### src/rtl/load_wb_stage_pkg.sv
// Shared definitions for the load writeback stage: widths, mode fields,
// size codes, read-data state encoding and the MEM-to-WB bundle layout.
package load_wb_stage_pkg;

    localparam int unsigned DW     = 32;
    localparam int unsigned AW_RF  = 5;
    localparam int unsigned MODE_W = 6;

    localparam int unsigned MODE_LOAD  = 5;
    localparam int unsigned MODE_STORE = 4;
    localparam int unsigned MODE_SEXT  = 0;

    localparam logic [2:0] SZ_BYTE = 3'b000;
    localparam logic [2:0] SZ_HALF = 3'b001;
    localparam logic [2:0] SZ_WORD = 3'b010;
    localparam logic [2:0] SZ_LWL  = 3'b011;
    localparam logic [2:0] SZ_LWR  = 3'b100;

    typedef enum logic [1:0] {
        IDLE  = 2'd0,
        FRESH = 2'd1,
        HELD  = 2'd2
    } rd_state_t;

    typedef struct packed {
        logic [DW-1:0]     pc;
        logic [MODE_W-1:0] mode;
        logic [DW-1:0]     result;
        logic [DW-1:0]     rt_val;
        logic [AW_RF-1:0]  dest;
        logic              gr_we;
    } ws_bundle_t;

endpackage

### src/rtl/load_wb_stage_if.sv
// MEM-to-WB handshake and instruction bundle; master is the MEM stage.
interface load_wb_stage_if;
    import load_wb_stage_pkg::*;

    logic              ms_to_ws_valid;
    logic              ws_allowin;
    logic [DW-1:0]     ms_pc;
    logic [MODE_W-1:0] ms_mode;
    logic [DW-1:0]     ms_result;
    logic [DW-1:0]     ms_rt_val;
    logic [AW_RF-1:0]  ms_dest;
    logic              ms_gr_we;

    modport master (
        output ms_to_ws_valid, ms_pc, ms_mode, ms_result, ms_rt_val, ms_dest, ms_gr_we,
        input  ws_allowin
    );

    modport slave (
        input  ms_to_ws_valid, ms_pc, ms_mode, ms_result, ms_rt_val, ms_dest, ms_gr_we,
        output ws_allowin
    );

endinterface

### src/rtl/load_wb_stage_align.sv
// Little-endian load alignment: byte/half extension, word pass-through and
// LWL/LWR merge with the old rt value. mode is {size[2:0], sext}.
module load_align
    import load_wb_stage_pkg::*;
(
    input  logic [3:0]    mode,
    input  logic [1:0]    lo,
    input  logic [DW-1:0] rdata,
    input  logic [DW-1:0] rt_val,
    output logic [DW-1:0] aligned_c
);

    logic [2:0]  size;
    logic        sext;
    logic [7:0]  byte_sel;
    logic [15:0] half_sel;

    assign size     = mode[3:1];
    assign sext     = mode[MODE_SEXT];
    assign byte_sel = rdata[{lo, 3'b000} +: 8];
    assign half_sel = lo[1] ? rdata[31:16] : rdata[15:0];

    always_comb begin
        aligned_c = rdata;
        case (size)
            SZ_BYTE: aligned_c = {{24{sext & byte_sel[7]}}, byte_sel};
            SZ_HALF: aligned_c = {{16{sext & half_sel[15]}}, half_sel};
            SZ_WORD: aligned_c = rdata;
            SZ_LWL: begin
                case (lo)
                    2'd0: aligned_c = {rdata[7:0],  rt_val[23:0]};
                    2'd1: aligned_c = {rdata[15:0], rt_val[15:0]};
                    2'd2: aligned_c = {rdata[23:0], rt_val[7:0]};
                    2'd3: aligned_c = rdata;
                endcase
            end
            SZ_LWR: begin
                case (lo)
                    2'd0: aligned_c = rdata;
                    2'd1: aligned_c = {rt_val[31:24], rdata[31:8]};
                    2'd2: aligned_c = {rt_val[31:16], rdata[31:16]};
                    2'd3: aligned_c = {rt_val[31:8],  rdata[31:24]};
                endcase
            end
            default: aligned_c = rdata;
        endcase
    end

endmodule

### src/rtl/load_wb_stage.sv
// Writeback stage: latches the MEM bundle, keeps SRAM read data alive across
// commit stalls, aligns loads and drives RF write, trace and forwarding.
module load_wb_stage
    import load_wb_stage_pkg::*;
(
    input  logic                 clk,
    input  logic                 reset,
    load_wb_stage_if.slave       ms,
    input  logic [DW-1:0]        data_sram_rdata,
    input  logic                 commit_ready,
    output logic                 rf_we,
    output logic [AW_RF-1:0]     rf_waddr,
    output logic [DW-1:0]        rf_wdata,
    output logic [DW-1:0]        debug_wb_pc,
    output logic [3:0]           debug_wb_rf_wen,
    output logic [AW_RF-1:0]     debug_wb_rf_wnum,
    output logic [DW-1:0]        debug_wb_rf_wdata,
    output logic                 ws_fwd_valid,
    output logic [AW_RF-1:0]     ws_fwd_dest,
    output logic [DW-1:0]        ws_fwd_data
);

    logic          ws_valid;
    ws_bundle_t    ws_r;
    rd_state_t     state;
    rd_state_t     state_nxt;
    logic          buf_load;
    logic [DW-1:0] rdata_buf;
    logic [DW-1:0] rdata_eff;
    logic [DW-1:0] aligned_c;
    logic [DW-1:0] final_data;
    logic          accept;
    logic          ws_writes;
    logic          is_load;

    assign ms.ws_allowin = !ws_valid | commit_ready;
    assign accept        = ms.ms_to_ws_valid & ms.ws_allowin;

    // Stage valid and instruction bundle
    always_ff @(posedge clk) begin
        if (reset) begin
            ws_valid <= 1'b0;
            ws_r     <= '0;
        end else begin
            if (ms.ws_allowin) ws_valid <= ms.ms_to_ws_valid;
            if (accept) begin
                ws_r <= '{pc:     ms.ms_pc,
                          mode:   ms.ms_mode,
                          result: ms.ms_result,
                          rt_val: ms.ms_rt_val,
                          dest:   ms.ms_dest,
                          gr_we:  ms.ms_gr_we};
            end
        end
    end

    // Read-data state register
    always_ff @(posedge clk) begin
        if (reset) state <= IDLE;
        else       state <= state_nxt;
    end

    // SRAM data is only valid in the cycle after the request, so a stalled
    // FRESH instruction snapshots it before it disappears.
    always_comb begin
        state_nxt = state;
        buf_load  = 1'b0;
        if (accept) begin
            state_nxt = FRESH;
        end else begin
            case (state)
                FRESH: begin
                    if (commit_ready) state_nxt = IDLE;
                    else begin
                        state_nxt = HELD;
                        buf_load  = 1'b1;
                    end
                end
                HELD:    if (commit_ready) state_nxt = IDLE;
                default: state_nxt = state;
            endcase
        end
    end

    always_ff @(posedge clk) begin
        if (buf_load) rdata_buf <= data_sram_rdata;
    end

    assign rdata_eff = (state == HELD) ? rdata_buf : data_sram_rdata;

    load_align u_align (
        .mode      (ws_r.mode[3:0]),
        .lo        (ws_r.result[1:0]),
        .rdata     (rdata_eff),
        .rt_val    (ws_r.rt_val),
        .aligned_c (aligned_c)
    );

    assign is_load    = ws_r.mode[MODE_LOAD] & ~ws_r.mode[MODE_STORE];
    assign final_data = is_load ? aligned_c : ws_r.result;
    assign ws_writes  = ws_valid & ws_r.gr_we & (ws_r.dest != '0);

    assign rf_we             = ws_writes & commit_ready;
    assign rf_waddr          = ws_r.dest;
    assign rf_wdata          = final_data;
    assign debug_wb_pc       = ws_r.pc;
    assign debug_wb_rf_wen   = {4{rf_we}};
    assign debug_wb_rf_wnum  = ws_r.dest;
    assign debug_wb_rf_wdata = final_data;
    assign ws_fwd_valid      = ws_writes;
    assign ws_fwd_dest       = ws_r.dest;
    assign ws_fwd_data       = final_data;

endmodule
### src/flat_wrapper.sv
// flat-port wrapper written by rule: the top's interface ports become plain ports
module load_wb_stage_flat import load_wb_stage_pkg::*;
  (clk, reset, data_sram_rdata, commit_ready, rf_we, rf_waddr, rf_wdata, debug_wb_pc, debug_wb_rf_wen, debug_wb_rf_wnum, debug_wb_rf_wdata, ws_fwd_valid, ws_fwd_dest, ws_fwd_data, ms_ms_to_ws_valid, ms_ms_pc, ms_ms_mode, ms_ms_result, ms_ms_rt_val, ms_ms_dest, ms_ms_gr_we, ms_ws_allowin);
  load_wb_stage_if ms_i ();
  input  logic clk;
  input  logic reset;
  input  logic [DW-1:0] data_sram_rdata;
  input  logic commit_ready;
  output logic rf_we;
  output logic [AW_RF-1:0] rf_waddr;
  output logic [DW-1:0] rf_wdata;
  output logic [DW-1:0] debug_wb_pc;
  output logic [3:0] debug_wb_rf_wen;
  output logic [AW_RF-1:0] debug_wb_rf_wnum;
  output logic [DW-1:0] debug_wb_rf_wdata;
  output logic ws_fwd_valid;
  output logic [AW_RF-1:0] ws_fwd_dest;
  output logic [DW-1:0] ws_fwd_data;
  input wire logic [$bits(ms_i.ms_to_ws_valid)-1:0] ms_ms_to_ws_valid;
  input wire logic [$bits(ms_i.ms_pc)-1:0] ms_ms_pc;
  input wire logic [$bits(ms_i.ms_mode)-1:0] ms_ms_mode;
  input wire logic [$bits(ms_i.ms_result)-1:0] ms_ms_result;
  input wire logic [$bits(ms_i.ms_rt_val)-1:0] ms_ms_rt_val;
  input wire logic [$bits(ms_i.ms_dest)-1:0] ms_ms_dest;
  input wire logic [$bits(ms_i.ms_gr_we)-1:0] ms_ms_gr_we;
  output wire logic [$bits(ms_i.ws_allowin)-1:0] ms_ws_allowin;
  assign ms_i.ms_to_ws_valid = ms_ms_to_ws_valid;
  assign ms_i.ms_pc = ms_ms_pc;
  assign ms_i.ms_mode = ms_ms_mode;
  assign ms_i.ms_result = ms_ms_result;
  assign ms_i.ms_rt_val = ms_ms_rt_val;
  assign ms_i.ms_dest = ms_ms_dest;
  assign ms_i.ms_gr_we = ms_ms_gr_we;
  assign ms_ws_allowin = ms_i.ws_allowin;
  load_wb_stage u_core (.clk(clk), .reset(reset), .ms(ms_i), .data_sram_rdata(data_sram_rdata), .commit_ready(commit_ready), .rf_we(rf_we), .rf_waddr(rf_waddr), .rf_wdata(rf_wdata), .debug_wb_pc(debug_wb_pc), .debug_wb_rf_wen(debug_wb_rf_wen), .debug_wb_rf_wnum(debug_wb_rf_wnum), .debug_wb_rf_wdata(debug_wb_rf_wdata), .ws_fwd_valid(ws_fwd_valid), .ws_fwd_dest(ws_fwd_dest), .ws_fwd_data(ws_fwd_data));
endmodule
### config.mk
export PLATFORM = sky130hd
export DESIGN_NAME = load_wb_stage_flat
export DESIGN_NICKNAME = d
export VERILOG_FILES = /design/src/rtl/load_wb_stage_pkg.sv /design/src/rtl/load_wb_stage_if.sv /design/src/rtl/load_wb_stage_align.sv /design/src/rtl/load_wb_stage.sv /design/src/flat_wrapper.sv
export SDC_FILE = /design/constraint.sdc
export NUM_CORES = 1
export LEC_CHECK = 0
export ABC_AREA = 0
export BUFFER_PORTS_ARGS = -buffer_cell sky130_fd_sc_hd__buf_2
export CELL_PAD_IN_SITES_DETAIL_PLACEMENT = 0
export CELL_PAD_IN_SITES_GLOBAL_PLACEMENT = 1
export CORE_ASPECT_RATIO = 1.4
export CORE_UTILIZATION = 42
export CTS_CLUSTER_SIZE = 14
export DETAILED_ROUTE_END_ITERATION = 16
export PLACE_DENSITY = 0.84
export SLEW_MARGIN = 20
export SYNTH_ARGS = -nofsm -noshare
export SYNTH_HDL_FRONTEND = slang
export SYNTH_HIERARCHICAL = 1
export SYNTH_SLANG_ARGS = --single-unit
### constraint.sdc
create_clock -name clk -period 14.8 [get_ports clk]
set_clock_uncertainty 0.15 [all_clocks]
set_input_delay 3.7 -clock clk [delete_from_list [all_inputs] [get_ports clk]]
set_output_delay 3.7 -clock clk [all_outputs]
set_load 0.02 [all_outputs]
==> qor.yml <==
route:
  via_per_inst: 5.53
  drtIter0Drc: 573
  detail-route-antenna-nets: 0
  drcViolationCount: 0
  route.detailed.wl_per_inst_um: 19.7
  vias: 7815
  finalWirelength_um: 27800
  drt_pre_antenna_iters: 5
floorplan:
  io_pins: 294
  initial_utilization_pct: 43.2
  dieHeight_um: 180
  die_area_um2: 23300
  core_area_um2: 22000
  dieWidth_um: 129
  rows: 64
sta:
  drv_slew: 0
  hold_violations: 0
  slew_headroom_pct: 28.0
  rsz0062_at_grt: "no"
  min_period_ps: 9770
  fin_ws_ps: 5030
  setup_viol: 0
  fmax_ghz: 0.102
  fin_crit_sh_pct: 66.0
  setup-tns-final_ps: 0
  worst_slew_pin_slew_ps: 1060
worst_setup_path:
  cp-end-kind: "primary output"
  critPathLaunch: "data_sram_rdata[31]"
  crit_path_end: "debug_wb_rf_wdata[31]"
  start_kind: "input pin"
  r2r_end: "u_core/debug_wb_rf_wnum[2]$_SDFFE_PP0P_"
  r2r_slack_ps: 12550
  required_ps: 10950
  slowest_delay_ps: 630
  timing.rr.start: "u_core/ws_valid$_SDFFE_PP0P_"
  worstSetupPathType: "input pin to primary output"
  crit_chain: "buf_2 -> mux2_2 -> mux2_2 -> o211ai_2 -> a31oi_1 -> mux2_2 -> buf_2"
  path_max_fanout: 16
  rr_worst_depth: 4
  crit_buf_inv: 2
  crit_arrival_ps: 5920
  crit_top_cell: "mux2_2"
  path_depth: 7
  critPathTopFamily: "multiplexers"
  slowest_stage: "o211ai_2"
power:
  clkPwrFrac_pct: 39.3
  cellPowerDensity_nw_per_um2: 105
  p_int_uw: 777
  p_seq_share_pct: 38.6
  irDropWorstVdd_uv: 79.8
  netSwitchingFraction_pct: 30.6
  netSwitchingPower_uw: 342
  power_frac_comb_pct: 22.1
  p_leak_uw: 0.00449
clocking:
  numClockSinks: 143
  clock_latency_ps: 430
  cts-htree-levels: 4
  cts_max_path_buffers: 2
  cts_resized: 0
  post-cts-setup-buffer-count: 0
  root_buffer: "clkbuf_16"
  cts_tree: "built"
  cts_inserted_buffers: 17
  cts_hold_buf: 0
  clkTransAtPathRegs_ps: 60
yosys:
  ys_seq_area_share_pct: 33.5
  synth_cell_types: 53
  synth_fp_nets: 1138
  synth_fa_ha_area_share_pct: 0.105
  synth_top_family_by_area: "compound AO/OA/AOI/OAI gates"
  synth_async_sr_flop_share_pct: 0
  synth-xor-area-share_pct: 0
  synth_compound_area_share_pct: 24.7
  synth-simple-area-share_pct: 10.6
  yosys_warnings: 6
  ys_dominant_reg_cell: "dfxtp_1"
  synth_edf_count: 32
  synth_area_um2: 9510
  ys_seq_elements: 143
  syn_inst: 994
  synthMuxAreaShare_pct: 15.8
  avgSynthCellArea_um2: 9.57
placement:
  io_buffers: 293
  dp_slack_ps: 5080
  place.gp.congestion: 0.894
  hpwl_um: 19500
global_route:
  grt_usage_pct: 23.9
  grt_pass1_wl_um: 42000
  grt_max_degree: 129
  antenna_found_initial: 1
  grt_pass1_vias: 7357
  overflow: 0
final_layout:
  n_fill_cell: 2124
  drive_above_1_share_pct: 40.9
  fin_nets: 1247
  area_growth_pct: 11.6
hold_path:
  min_path_type: "register to register"
run_status:
  outcome: "finished, final reports clean"
run:
  max_cap_violations: 0
## synthesized netlist by cell type (6+ instances only)
master / instances / area [um^2]
o32a_1: 7 / 70.1
nor2b_1: 8 / 50.1
nand2_1: 29 / 109
nand3_1: 118 / 591
edfxtp_1: 32 / 961
a211oi_1: 13 / 97.6
or2_2: 6 / 37.5
clkbuf_1: 34 / 128
buf_6: 17 / 191
o21a_1: 8 / 60.1
buf_2: 27 / 135
a21bo_1: 99 / 991
nor2_1: 20 / 75.1
dfxtp_1: 111 / 2220
o22ai_1: 9 / 56.3
buf_4: 128 / 961
a21bo_2: 9 / 90.1
a21oi_1: 111 / 556
a22oi_1: 8 / 60.1
nand2b_1: 6 / 37.5
mux4_2: 10 / 225
nor3_1: 7 / 35.0
o21ai_0: 8 / 40.0
a31oi_1: 10 / 62.6
mux2i_1: 20 / 200
mux2_2: 83 / 935
o221ai_1: 9 / 78.8
## tightest hold or removal path, stage by stage, from the launching register on
cell	delay, ps
dfxtp_1	340
nand2_1	70
a21oi_1	50
## registers in the layout, indices dropped and copies added (netlist names)
| name | cells |
|---|---|
| u_core/debug_wb_pc | 32 |
| u_core/debug_wb_rf_wnum | 5 |
| u_core/state | 2 |
| u_core/ws_r | 71 |
| u_core/rdata_buf | 32 |
| u_core/ws_valid | 1 |
## area by class of cell
class,count,area (um^2),share of cell area (%)
multi-input combinational,636,4890,46.1
clock buffer,20,489,4.61
antenna,1,2.50,0.0236
clock inverter,12,120,1.13
inverter,3,11.3,0.106
tap,297,372,3.50
sequential,143,3190,30.0
timing repair buffer,302,1540,14.5
## cells by family after synthesis
kind of cell	Yosys count
AO/OA/AOI/OAI	310
buffers and inverters	215
AND/OR/NAND/NOR	203
flip-flops	143
multiplexers	122
adder cells (fa/ha/maj)	1
## cells in the final DEF (no fill, tap or decap), types with 4 or more instances in the layout
cell type | Yosys | routed
or2_2 | 6 | 6
buf_2 | 27 | 291
nor2b_1 | 8 | 6
clkbuf_16 | 0 | 19
mux2_2 | 83 | 83
a211oi_1 | 13 | 13
a31oi_1 | 10 | 10
nand3_1 | 118 | 118
nor3_1 | 7 | 7
buf_4 | 128 | 10
o21a_1 | 8 | 8
a222oi_1 | 4 | 4
edfxtp_1 | 32 | 32
o31ai_1 | 4 | 4
o32a_1 | 7 | 7
o22ai_1 | 9 | 9
nand2b_1 | 6 | 6
nor2_1 | 20 | 20
a21bo_2 | 9 | 9
mux4_2 | 10 | 10
mux2_1 | 5 | 5
o221ai_1 | 9 | 9
dfxtp_1 | 111 | 109
a21bo_1 | 99 | 99
a21oi_1 | 111 | 111
o21ai_0 | 8 | 8
mux2i_1 | 20 | 20
nand2_1 | 29 | 29
a22oi_1 | 8 | 8
## power groups by stage
| stage | Combinational, uW | Clock [uW] | Sequential, uW |
|---|---|---|---|
| 6_report | 248 | 440 | 432 |
| 5_1_grt | 266 | 465 | 434 |
| 4_1_cts | 247 | 450 | 432 |
| 3_5_place_dp | 246 | 0 | 440 |
| 3_3_place_gp | 245 | 0 | 440 |
| 2_1_floorplan | 204 | 0 | 434 |
## metal layers
layer | routed length (um) | vias to the layer above | part of all wire, % | GRT usage [%]
met4 | 1480 | 0 | 5.3 | 15.8
met1 | 10900 | 3716 | 39 | 28.2
met3 | 1320 | 58 | 4.8 | 4.07
li1 | - | 3762 | - | -
met2 | 14100 | 279 | 51 | 39.5
met5 | 0 | - | 0 | 0
## worst min path at each step
stage	start	to	slack, ps	cells after the start
floorplan	u_core/state[0]$_SDFFE_PP0P_	u_core/state[0]$_SDFFE_PP0P_	310	2
global placement	u_core/state[0]$_SDFFE_PP0P_	u_core/state[0]$_SDFFE_PP0P_	340	2
detailed placement	u_core/state[0]$_SDFFE_PP0P_	u_core/state[0]$_SDFFE_PP0P_	340	2
CTS	u_core/state[0]$_SDFFE_PP0P_	u_core/state[0]$_SDFFE_PP0P_	360	2
global route	u_core/state[0]$_SDFFE_PP0P_	u_core/state[0]$_SDFFE_PP0P_	390	2
finish	u_core/state[0]$_SDFFE_PP0P_	u_core/state[0]$_SDFFE_PP0P_	360	2
## through the flow
stage / std cells / utilization (%) / instance area, um^2 / power, uW / hold slack (ps)
finish: 1414 / 48.2 / 10600 / 1120 / 357
global route: 1414 / 48.2 / 10600 / 1160 / 387
CTS: 1413 / 48.2 / 10600 / 1130 / 360
detailed placement: 1381 / 45.4 / 10000 / 687 / 343
global placement: 1381 / 45.4 / 10000 / 685 / 338
floorplan: 994 / - / 9510 / 638 / 311
(Power assumes the default switching activity.)
